--- src/rtl/snn_pkg.sv ---
// Shared types and constants for the snn batch scheduler.
//   sched_state_t : scheduler FSM encoding
//   NO_RESULT     : digit written to the result buffer when a sample hangs
package snn_pkg;

    typedef enum logic [2:0] {
        ST_IDLE,
        ST_LAUNCH,
        ST_WAIT,
        ST_RECORD,
        ST_DONE
    } sched_state_t;

    localparam logic [3:0] NO_RESULT = 4'hF;

endpackage

--- src/rtl/snn_watchdog.sv ---
// Per-sample watchdog for the batch scheduler.
//   clk, rst  : clock, synchronous active-high reset
//   clear     : zero the count (highest priority after reset)
//   enable    : advance the count by one this cycle
//   expired   : count has reached TIMEOUT_CYCLES-1, i.e. this is the last
//               allowed cycle of the wait
module snn_watchdog #(
    parameter int TIMEOUT_CYCLES = 60000,
    parameter int TO_W           = 16
) (
    input  logic clk,
    input  logic rst,
    input  logic clear,
    input  logic enable,
    output logic expired
);

    localparam logic [TO_W-1:0] LAST_CNT = TO_W'(TIMEOUT_CYCLES - 1);
    localparam logic [TO_W-1:0] CNT_ONE  = TO_W'(1);

    logic [TO_W-1:0] count;

    always_ff @(posedge clk) begin
        if (rst) begin
            count <= '0;
        end else if (clear) begin
            count <= '0;
        end else if (enable) begin
            count <= count + CNT_ONE;
        end
    end

    assign expired = (count == LAST_CNT);

endmodule

--- src/rtl/snn_batch_sched.sv ---
// Batch scheduler for snn_core: classifies NUM_SAMPLES input images one after
// another, stores each digit in a result buffer and scores it against a label.
//   clk, rst     : clock, synchronous active-high reset
//   batch_start  : batch request, only honoured in IDLE
//   core_done    : core done level; its rising edge marks a valid core_digit
//   core_digit   : digit classified by the core
//   exp_digit    : label for the current sample_sel (combinational ROM)
//   sample_sel   : index of the sample being classified (input-RAM select)
//   core_start   : one-cycle start pulse to the core
//   res_we/addr/data : result-buffer write port, NO_RESULT on a hung sample
//   pass_cnt     : samples whose digit matched the label in this batch
//   to_cnt       : samples that hit the watchdog in this batch
//   batch_busy   : batch in progress (LAUNCH of sample 0 through DONE)
//   batch_done   : one-cycle pulse at the end of a batch
module snn_batch_sched
    import snn_pkg::*;
#(
    parameter int NUM_SAMPLES    = 10,
    parameter int SEL_W          = 4,
    parameter int TIMEOUT_CYCLES = 60000,
    parameter int TO_W           = 16
) (
    input  logic             clk,
    input  logic             rst,
    input  logic             batch_start,
    input  logic             core_done,
    input  logic [3:0]       core_digit,
    input  logic [3:0]       exp_digit,
    output logic [SEL_W-1:0] sample_sel,
    output logic             core_start,
    output logic             res_we,
    output logic [SEL_W-1:0] res_addr,
    output logic [3:0]       res_data,
    output logic [SEL_W:0]   pass_cnt,
    output logic [SEL_W:0]   to_cnt,
    output logic             batch_busy,
    output logic             batch_done
);

    localparam logic [SEL_W-1:0] LAST_SEL = SEL_W'(NUM_SAMPLES - 1);
    localparam logic [SEL_W-1:0] SEL_ONE  = SEL_W'(1);
    localparam logic [SEL_W:0]   CNT_ONE  = (SEL_W + 1)'(1);

    sched_state_t state, state_nxt;

    logic       done_q;
    logic       done_edge;
    logic       ok_q;       // 1: sample finished by core_done, 0: by watchdog
    logic [3:0] digit_q;
    logic       wd_clear;
    logic       wd_en;
    logic       wd_expired;
    logic       last_sample;

    // done_q follows core_done every cycle, so a level still high from the
    // previous sample never looks like a fresh completion.
    assign done_edge   = core_done & ~done_q;
    assign last_sample = (sample_sel == LAST_SEL);
    assign wd_clear    = (state == ST_LAUNCH);
    assign wd_en       = (state == ST_WAIT);

    snn_watchdog #(
        .TIMEOUT_CYCLES (TIMEOUT_CYCLES),
        .TO_W           (TO_W)
    ) u_watchdog (
        .clk     (clk),
        .rst     (rst),
        .clear   (wd_clear),
        .enable  (wd_en),
        .expired (wd_expired)
    );

    always_ff @(posedge clk) begin
        if (rst) begin
            state <= ST_IDLE;
        end else begin
            state <= state_nxt;
        end
    end

    always_comb begin
        state_nxt  = state;
        core_start = 1'b0;
        res_we     = 1'b0;
        res_data   = '0;
        batch_done = 1'b0;
        case (state)
            ST_IDLE: begin
                if (batch_start) state_nxt = ST_LAUNCH;
            end
            ST_LAUNCH: begin
                core_start = 1'b1;
                state_nxt  = ST_WAIT;
            end
            ST_WAIT: begin
                // A done edge on the watchdog's final cycle still counts as
                // a completion; ok_q is resolved the same way below.
                if (done_edge || wd_expired) state_nxt = ST_RECORD;
            end
            ST_RECORD: begin
                res_we    = 1'b1;
                res_data  = ok_q ? digit_q : NO_RESULT;
                state_nxt = last_sample ? ST_DONE : ST_LAUNCH;
            end
            ST_DONE: begin
                batch_done = 1'b1;
                state_nxt  = ST_IDLE;
            end
            default: state_nxt = ST_IDLE;
        endcase
    end

    assign res_addr   = sample_sel;
    assign batch_busy = (state != ST_IDLE);

    always_ff @(posedge clk) begin
        if (rst) begin
            done_q     <= 1'b0;
            ok_q       <= 1'b0;
            sample_sel <= '0;
            pass_cnt   <= '0;
            to_cnt     <= '0;
        end else begin
            done_q <= core_done;
            case (state)
                ST_IDLE: begin
                    if (batch_start) begin
                        sample_sel <= '0;
                        pass_cnt   <= '0;
                        to_cnt     <= '0;
                    end
                end
                ST_WAIT: begin
                    if (done_edge) begin
                        ok_q <= 1'b1;
                    end else if (wd_expired) begin
                        ok_q <= 1'b0;
                    end
                end
                ST_RECORD: begin
                    if (ok_q) begin
                        if (digit_q == exp_digit) pass_cnt <= pass_cnt + CNT_ONE;
                    end else begin
                        to_cnt <= to_cnt + CNT_ONE;
                    end
                    // The final index is left in place so it reads back
                    // after the batch completes.
                    if (!last_sample) sample_sel <= sample_sel + SEL_ONE;
                end
                default: ;
            endcase
        end
    end

    // Captured digit is pure data and only read on the ok path.
    always_ff @(posedge clk) begin
        if (state == ST_WAIT && done_edge) digit_q <= core_digit;
    end

endmodule
--- config.mk ---
export PLATFORM = sky130hd
export DESIGN_NAME = snn_batch_sched
export DESIGN_NICKNAME = d
export VERILOG_FILES = /design/src/rtl/snn_pkg.sv /design/src/rtl/snn_watchdog.sv /design/src/rtl/snn_batch_sched.sv
export SDC_FILE = /design/constraint.sdc
export NUM_CORES = 1
export LEC_CHECK = 0
export ABC_AREA = 0
export CORE_ASPECT_RATIO = 1.4
export CORE_MARGIN = 4
export CORE_UTILIZATION = 41
export CTS_BUF_LIST = sky130_fd_sc_hd__clkbuf_4
export CTS_CLUSTER_SIZE = 14
export DETAILED_ROUTE_END_ITERATION = 12
export PLACE_DENSITY_LB_ADDON = 0.15
export SLEW_MARGIN = 30
export SYNTH_ARGS = -nofsm -noshare
export SYNTH_HDL_FRONTEND = slang
export SYNTH_SLANG_ARGS = --single-unit
--- constraint.sdc ---
create_clock -name clk -period 3.8 [get_ports clk]
set_input_delay 0.76 -clock clk [delete_from_list [all_inputs] [get_ports clk]]
set_output_delay 0.76 -clock clk [all_outputs]
set_load 0.05 [all_outputs]
# Yosys cells after proc, flatten, opt, wreduce, memory -nomap -nowiden
# Index checks and enable logic that the tools add are counted.
[totals]
ff_bits = 39
output_inout_bits = 26
elab_cells = 59
[op_classes]
add_sub_neg = 4
n_eq_ne = 13
n_mux = 20
bitwise = 2
n_reduce_logical = 12
[op_table]
columns = ["operator", "n"]
rows = [
  ["$mux W5", 4],
  ["$pmux W5 S2", 2],
  ["$add A16 B1 Y16 const B", 1],
  ["$eq A16 B16 Y1 const B", 1],
  ["$mux W4", 4],
  ["$ne A2 B2 Y1 const B", 6],
  ["$pmux W3 S4", 1],
  ["$add A5 B1 Y5 const B", 2],
  ["$mux W3", 3],
  ["$pmux W4 S2", 1],
  ["$eq A3 B2 Y1 const B", 2],
  ["$reduce_and A3 Y1", 2],
  ["$mux W1", 5],
  ["$add A4 B1 Y4 const B", 1],
  ["$eq A4 B4 Y1", 1],
  ["$eq A4 B4 Y1 const B", 1],
  ["$reduce_and A2 Y1", 2],
  ["$reduce_and A4 Y1", 1],
  ["$reduce_bool A2 Y1", 2],
  ["$eq A3 B1 Y1 const B", 1],
  ["$eq A3 B3 Y1 const B", 1],
  ["$logic_not A3 Y1", 1],
  ["$reduce_bool A3 Y1", 1],
  ["$reduce_or A2 Y1", 1],
  ["other kinds (4)", 4],
]

# Longest topological paths before layout
[depth]
word_depth = 5
depth_mapped = 6
ltp_nobuf = 6

# By module
# Synthesis repeated with hierarchy kept, for this count alone.
[hier_totals]
hier_cells = 223
area_unflattened_um2 = 1971.9
[modules_own_cells]
columns = ["mod", "n_inst", "cells_per_inst", "area_each_um2", "seq_area_each_um2"]
rows = [
  ["snn_batch_sched", 1, 132, 1173.6, 500.5],
  ["snn_watchdog", 1, 91, 798.3, 320.3],
]

# Worst setup path after synthesis
# OpenSTA, ideal clock, no wires.
[synth_timing]
kind = "register to register"
from = "register state[0]"
to = "register u_watchdog.count[0]"
arrival_ns = 2.599
required_ns = 3.672
setup_slack_ns = 1.074
path_stages_with_launch = 7
period_less_slack_ns = 2.726
cell_sequence = "dfxtp_1 > buf_2 > nor3b_1 > or2_2 > clkbuf_1 > clkbuf_1 > nor2_1"
[synth_between]
elab_chain_len = 2
[synth_rtl]
columns = ["item", "line_no", "source"]
rows = [
  ["from (decl)", "snn_batch_sched.sv:44", "sched_state_t state, state_nxt;"],
  ["from (signal assigned)", "snn_batch_sched.sv:77", "state <= state_nxt;"],
  ["$eq A3 B1 Y1", "snn_batch_sched.sv:59", "assign wd_clear = (state == ST_LAUNCH);"],
  ["$reduce_or A2 Y1 (no source line)", "--", ""],
  ["to (signal assigned)", "snn_watchdog.sv:29", "count <= count + CNT_ONE;"],
  ["to (decl)", "snn_watchdog.sv:21", "logic [TO_W-1:0] count;"],
]
# Parallel ways exist; a longest one is shown, timed or not.
# A chain may end at the register's enable or synchronous reset.

# Worst setup path after layout
[layout_timing]
from = "register state[0]"
to = "output port res_data[3]"
[layout_between]
elab_chain_len = 2
[layout_rtl]
columns = ["item", "line_no", "source"]
rows = [
  ["$eq A3 B2 Y1", "snn_batch_sched.sv:87", "case (state)"],
  ["$mux W4", "snn_batch_sched.sv:87", ""],
  ["to (decl)", "snn_batch_sched.sv:33", "output logic [3:0] res_data,"],
]
# Every way passes these cells.

==> Implementation_results.wiki <==
{| class="wikitable"
! Metric !! Value
|-
| Result of the run || finished clean
|-
| Fin Clk Skew || 0.0104 ns
|-
| Kind of start point of the critical path || register
|-
| Hold buffers post-CTS || 0
|-
| Ratio of final minimum period to clock period || about 84%
|-
| Count of buffers inserted at the top-level ports || 37
|-
| Critical Path Max Stage Delay || around 0.80 ns
|-
| Crit path capture type || primary output
|-
| Width of the die || ~67 µm
|-
| Synth-to-layout area growth || 21.4%
|-
| Total number of H-tree levels || 2
|-
| Remaining number of nets flagged by the antenna check after routing || 0
|-
| Number of distinct library cell variants in the gate-level netlist after synthesis || 48
|-
| Number of buffers inserted to repair setup after CTS || 0
|-
| Post-DR wirelength/cell || 13.1 µm
|-
| Buf/Inv on CP || 3
|-
| Global router's overall resource usage || approximately 15%
|-
| Finished Layout Cells || around 320
|-
| Commonest cells in the netlist || sky130_fd_sc_hd__dfxtp_1 (35), sky130_fd_sc_hd__nor2_1 (17), sky130_fd_sc_hd__a21oi_1 (16), sky130_fd_sc_hd__nand2_1 (15)
|-
| Number of instances resized during post-cts repair || 0
|-
| Number of antenna violations at the first check in global routing || 0
|-
| R2R cell count || 4
|-
| Register bit total from synthesis || 39
|-
| Number of I/O pins || 38
|-
| Final weighted congestion in routability-driven placement || 0.757
|-
| Kind of cell with the highest combined delay on the critical path || buffers and inverters
|-
| Syn Area/Cell || ~8.7 µm²
|-
| Hold Path Depth || 2
|-
| Most used standard cell by instance count after synthesis || sky130_fd_sc_hd__dfxtp_1
|-
| Count of endpoints failing hold in the final timing report || 0
|-
| Synthesized area || 1990 µm²
|-
| Overall die area || roughly 6100 µm²
|-
| Worst IR drop on VDD || about 0.27 mV
|-
| Starting utilization of the core area || a little over two fifths
|-
| Initial DRC count || about 120
|-
| Synthesis Warnings || 0
|-
| Transition at the pin with the smallest max-transition slack || 0.789 ns
|-
| Via density per instance || approximately 5.2
|-
| Total power consumption of the routed design || just under 0.8 mW
|-
| Final setup viols || 0
|-
| Max-cap violation count || 0
|-
| Area share of the leading cell type in the synthesized netlist || 35.2%
|-
| Cell leakage power || about 0.78 nW
|-
| Sequential share of the synthesized area || between 40 and 50%
|-
| DP HPWL || around 3000 µm
|-
| Setup repair after global routing missed its margin || false
|-
| Synth area leader || sky130_fd_sc_hd__dfxtp_1
|-
| Die Ht || 90.5 µm
|-
| Setup slack, reg-to-reg || 1.59 ns
|-
| Synth Flop Type || sky130_fd_sc_hd__dfxtp_1
|-
| Rel. slew slack || between 40% and 50%
|-
| Total detailed-routing wirelength || between 4000 and 5000 µm
|-
| CTS clock-pin slew for the worst setup and hold paths || roughly 0.11 ns
|-
| Capture endpoint of the worst hold path || u_watchdog.count[1]
|-
| DRC || 0
|-
| Number of antenna repair diodes || 0
|-
| CP max-delay cell || sky130_fd_sc_hd__clkdlybuf4s50_1
|-
| Cell chain of the critical path || nand3b_1 > buf_4 > inv_1 > o21a_1 > clkdlybuf4s50_1
|-
| Number of enable flip-flop cells after synthesis || 4
|-
| Clk root buf || sky130_fd_sc_hd__clkbuf_4
|-
| Drt pass-1 iters || 4
|-
| Synthesized netlist net count || 246
|-
| Clock network latency to the later pin of the worst-skew pair || about 0.36 ns
|-
| Largest fanout on the critical path || 15
|-
| Fill cell instance count of the final layout || ~440
|-
| Std-Cell Rows || 29
|-
| Global-route wire length before repair || ~7400 µm
|-
| Number of buffers created by CTS || 5
|-
| Gr ovfl total || 0
|-
| Vias in the first global route || 1566
|-
| Setup TNS || 0 ns
|-
| Share of synthesized flip-flops with an asynchronous set or reset || 0%
|-
| Worst min path class || register to register
|-
| Synthesized instance count || roughly 230
|-
| Power per cell area || 323 nW/µm²
|-
| CP Class || register to primary output
|-
| Capturing point of the worst reg2reg path || u_watchdog.count[13]
|-
| Clock tree from TritonCTS || yes
|-
| Total number of nets in the final design || ~280
|-
| Core area || roughly 4600 µm²
|-
| Sinks on the clock net || 39
|-
| Final critical path time including I/O delays and setup || roughly 3.2 ns
|-
| Largest net degree at the start of global routing || 24
|-
| Number of slew-limit violations in the final report || 0
|-
| Endpoint arrival time on the critical path || roughly 2.5 ns
|-
| Fmax || 312 MHz
|-
| Fraction of layout cells with a size suffix above 1 || under 10%
|-
| Number of placed instances, taps included || 314
|-
| Dominant cells by area after synthesis || sky130_fd_sc_hd__dfxtp_1 (35%), sky130_fd_sc_hd__edfxtp_1 (6.0%), sky130_fd_sc_hd__a21oi_1 (4.0%)
|-
| Worst-case clock buffer depth || 2
|-
| Worst path required time || 3.04 ns
|-
| Via Count || between 1500 and 2000
|-
| Hold wc startpoint || u_watchdog.count[1]
|-
| Launch instance of the worst register-to-register path || state[1]
|}
## state kept, by name (all words and copies together) (netlist names)
| register | cells |
|---|---|
| digit_q | 4 |
| u_watchdog.count | 16 |
| ok_q | 1 |
| pass_cnt | 5 |
| to_cnt | 5 |
| done_q | 1 |
| res_addr | 4 |
| state | 3 |
## layout by cell type (no fill, tap or decap), types with 8 or more instances in the layout
cell                              Yosys  layout
sky130_fd_sc_hd__xnor2_1              9       9
sky130_fd_sc_hd__nand2_1             15      15
sky130_fd_sc_hd__clkdlybuf4s50_1      0      37
sky130_fd_sc_hd__nor2_1              17      17
sky130_fd_sc_hd__nor3_1               8       8
sky130_fd_sc_hd__a21oi_1             16      16
sky130_fd_sc_hd__dfxtp_1             35      35
sky130_fd_sc_hd__nand3_1             11      11
sky130_fd_sc_hd__o21ai_0             11      11
sky130_fd_sc_hd__inv_1                9       9
## tightest hold or removal path: cells and delay by family, from the launching register on
kind | cells | cell delay [ns]
compound gates | 1 | 0.05
flops | 1 | 0.34
simple gates | 1 | 0.06
## how the worst max path moves through the flow
stage / endpoint / cells after the start / from
after floorplan: u_watchdog.count[0] / 6 / state[0]
after global placement: res_data[1] / 5 / state[1]
after detailed placement: res_data[3] / 5 / state[1]
after CTS: res_data[3] / 5 / state[1]
after global routing: res_data[1] / 5 / state[1]
final: res_data[3] / 5 / state[0]
## through the flow
stage	cell area (µm²)	hold slack [ns]	utilization, %	setup WS (ns)
6_report	2420	0.481	52.5	0.593
5_1_grt	2420	0.523	52.5	0.419
4_1_cts	2410	0.487	52.4	0.561
3_5_place_dp	2360	0.470	51.2	0.981
3_3_place_gp	2360	0.466	51.2	1.01
2_1_floorplan	1990	0.452	-	1.07
## report_power, final
group          total [mW]  switching (mW)  internal [mW]
registers           0.435          0.0109          0.424
clock network       0.218           0.140         0.0785
logic               0.129          0.0811         0.0479
total               0.782           0.232          0.550
## kinds of logic after synthesis
| group | after synthesis | synth area share, % |
|---|---|---|
| simple gates | 96 | 26.7 |
| xor+xnor | 12 | 5.27 |
| mux | 2 | 1.00 |
| buf+inv | 25 | 6.47 |
| flops | 39 | 41.2 |
| compound gates | 50 | 16.2 |
| fa+ha+maj | 5 | 3.14 |
## routing by layer
metal	GRT usage (%)	share of wire, %	wire length, µm	vias to the layer above
met5	0	0	0	-
met4	6.09	1.9	78	0
met3	4.11	4.4	184	5
met2	25.8	51	2160	27
met1	18.3	42	1790	760
li1	-	-	-	886
## area by class of cell
| class | count | area, µm² | share of cell area [%] |
|---|---|---|---|
| Multi-Input combinational cell | 165 | 1050 | 43.3 |
| Sequential cell | 39 | 821 | 33.9 |
| Timing Repair Buffer | 38 | 378 | 15.6 |
| Tap cell | 62 | 77.6 | 3.21 |
| Clock buffer | 6 | 45.0 | 1.86 |
| Inverter | 10 | 37.5 | 1.55 |
| Clock inverter | 2 | 12.5 | 0.517 |
Note: power is estimated with default switching activity, not from simulation.
==> patch, RTL diff (same settings) <==
Re-encode `sched_state_t` (5 states) as one-hot, 5 bits wide.
--- a/src/rtl/snn_pkg.sv
+++ b/src/rtl/snn_pkg.sv
@@ -3,12 +3,12 @@
 //   NO_RESULT     : digit written to the result buffer when a sample hangs
 package snn_pkg;
 
-    typedef enum logic [2:0] {
-        ST_IDLE,
-        ST_LAUNCH,
-        ST_WAIT,
-        ST_RECORD,
-        ST_DONE
+    typedef enum logic [4:0] {
+        ST_IDLE   = 5'b00001,
+        ST_LAUNCH = 5'b00010,
+        ST_WAIT   = 5'b00100,
+        ST_RECORD = 5'b01000,
+        ST_DONE   = 5'b10000
     } sched_state_t;
 
     localparam logic [3:0] NO_RESULT = 4'hF;
Behaviour: no difference found for any inputs over 10 cycles, from zero or initial values and one cycle with rst high; not proved beyond that.
==> patch against the unedited design <==
Register-to-register slack better by 0.30 ns. Non-clock buffer count stayed put. Synthesized area is 0.25% lower. Setup slack worse by 0.14 ns. Final area is 0.62% higher. Sequential share of layout area is 1.4 points higher. Die area is 0.22% lower. Sequential cell count is 2 higher. Routed wire length is 0.52% higher. Fmax is 4.3% lower. First-iteration DRC count is 61% lower. Largest cell class unchanged. Highest routed layer unchanged.
Power is not compared: it rests on default switching activity, and its combinational part moved more than twofold at a synthesized area within 25%.
==> patch: results (changes against the unedited design) <==
STA
  • Max Clock Skew: 0.01607 ns (+0.005715 ns)
  • Slew HR: 0.6386 (+0.1664)
  • Setup ws final: 0.4481 ns (-0.1449 ns)

Yosys
  • Post-synthesis cell type count: 41 (-15%)
  • Synthesized Nets: 247 (+0.41%)
  • Synth Instances: 230 (+0.44%)
  • Multiplexer area fraction after synthesis: 0.01510 (+0.005060)
  • Synth area leaders: dfxtp_1, edfxtp_1, nor2_1
  • Top cells by count, synth: dfxtp_1, nor2_1, nand2_1, nand3_1, a21oi_1
  • XOR/XNOR Fraction of Synth Area: 0.08370 (+0.03097)
  • Seq/Total Area, Yosys: 0.4330 (+0.02118)
  • Synth Area in Compound Gates: 0.1020 (-0.06001)
  • Adder-Cell Fraction of Synth Area: 0.03147 (+0.00007901)

Clock network
  • Skew-Pair Late Insertion Delay: 0.35 ns
  • Num CTS Buffers: 5 (unchanged)
  • CTS Root Cell: clkbuf_4
  • Clock transition at the registers of the reported paths: 0.12 ns
  • Clock H-tree levels: 2 (unchanged)
  • CTS Buffer Depth: 2 (unchanged)

Global routing
  • First-pass GRT wire length: 7217 um (-2.1%)
  • GRT met1 Usage: 0.1665 (-0.01662)
  • Total GRT Usage: 0.1519 (-0.002636)
  • Largest net degree at the start of global routing: 17 (-29%)
  • Met2 Resource Use GR: 0.2748 (+0.01656)
  • M3 GR Usage: 0.03736 (-0.003736)
  • Initial antenna violation count: 0 (unchanged)
  • Vias in the first global route: 1592 (+1.7%)

Worst setup path
  • Launch point of the critical path: state[4]
  • FF-to-FF End: res_addr[0]
  • FF-to-FF path depth: 6 (+2)
  • Worst Setup EP: res_we
  • Reg2reg setup slack: 1.89 ns (+0.30 ns)
  • Critical Path Fanout Max: 14 (-1)

Place
  • Pre-CTS setup slack: 0.8324 ns (-0.1485 ns)
  • GP Congestion: 0.7153 (-5.4%)
  • Placed Area: 2379 sq um (+0.90%)
  • Dpl hpwl: 3207 um (+4.2%)
  • Dpl cells: 320 (+1.9%)
  • Number of buffers added on ports: 37 (unchanged)

Run status
  • Run status: finished, final reports clean

Layout
  • ANT cells: 0 (unchanged)
  • Util after Layout: 0.5284 (+0.003259)
  • Final nets: 282 (+2.2%)
  • Non-filler cells, final: 328 (+1.9%)
  • # fillers: 475 (+7.5%)
  • Max reg flops: 16 (unchanged)
  • Ratio of cells with drive above 1 in the final layout: 0.04887 (-0.01651)

Drt
  • Initial DRC count: 48 (-61%)
  • Routed wire length: 4232 um (+0.52%)
  • Via density: 5.067 (-2.8%)

Worst hold path
  • HP Class: register to register
[patch: power groups by stage]
stage	Clock (mW)	Sequential, mW	Combinational [mW]
after floorplan	0	0.452	0.0400
after global placement	0	0.452	0.0650
after detailed placement	0	0.452	0.0649
after CTS	0.234	0.443	0.0649
after global routing	0.255	0.444	0.0699
final	0.222	0.443	0.0636
[patch: metal layers]
layer | vias to the layer above | wire length [um]
met5 | - | 0
met4 | 0 | 51
met3 | 4 | 125
met2 | 19 | 2327
met1 | 773 | 1728
li1 | 866 | -
[patch: worst min path at each step]
stage	to	slack (ns)
after floorplan	u_watchdog.count[1]	0.45
after global placement	u_watchdog.count[1]	0.47
after detailed placement	u_watchdog.count[1]	0.47
after CTS	u_watchdog.count[1]	0.49
after global routing	u_watchdog.count[1]	0.51
final	u_watchdog.count[1]	0.49
[patch: area by class of cell]
type	count	share of cell area
well taps	62	0.03186
multi-input cells	168	0.4193
clock inverters	1	0.001542
clock buffers	7	0.02158
repair buffers	38	0.1552
flip-flops and latches	41	0.3535
inverters	11	0.01696
[patch: cell families (layout without fill, tap and decap cells)]
group / count (synthesis) / count (layout)
AND/OR/NAND/NOR: 107 / 107
flip-flops: 41 / 41
AO/OA/AOI/OAI: 34 / 34
buffers and inverters: 21 / 57
XOR/XNOR: 19 / 19
adder cells (fa/ha/maj): 5 / 5
multiplexers: 3 / 3
[patch: critical path, stage by stage (launching register included)]
cell	delay, ns
dfxtp_1	0.36
nor3_1	0.36
nand2_1	0.40
inv_1	0.28
clkdlybuf4s50_1	0.84
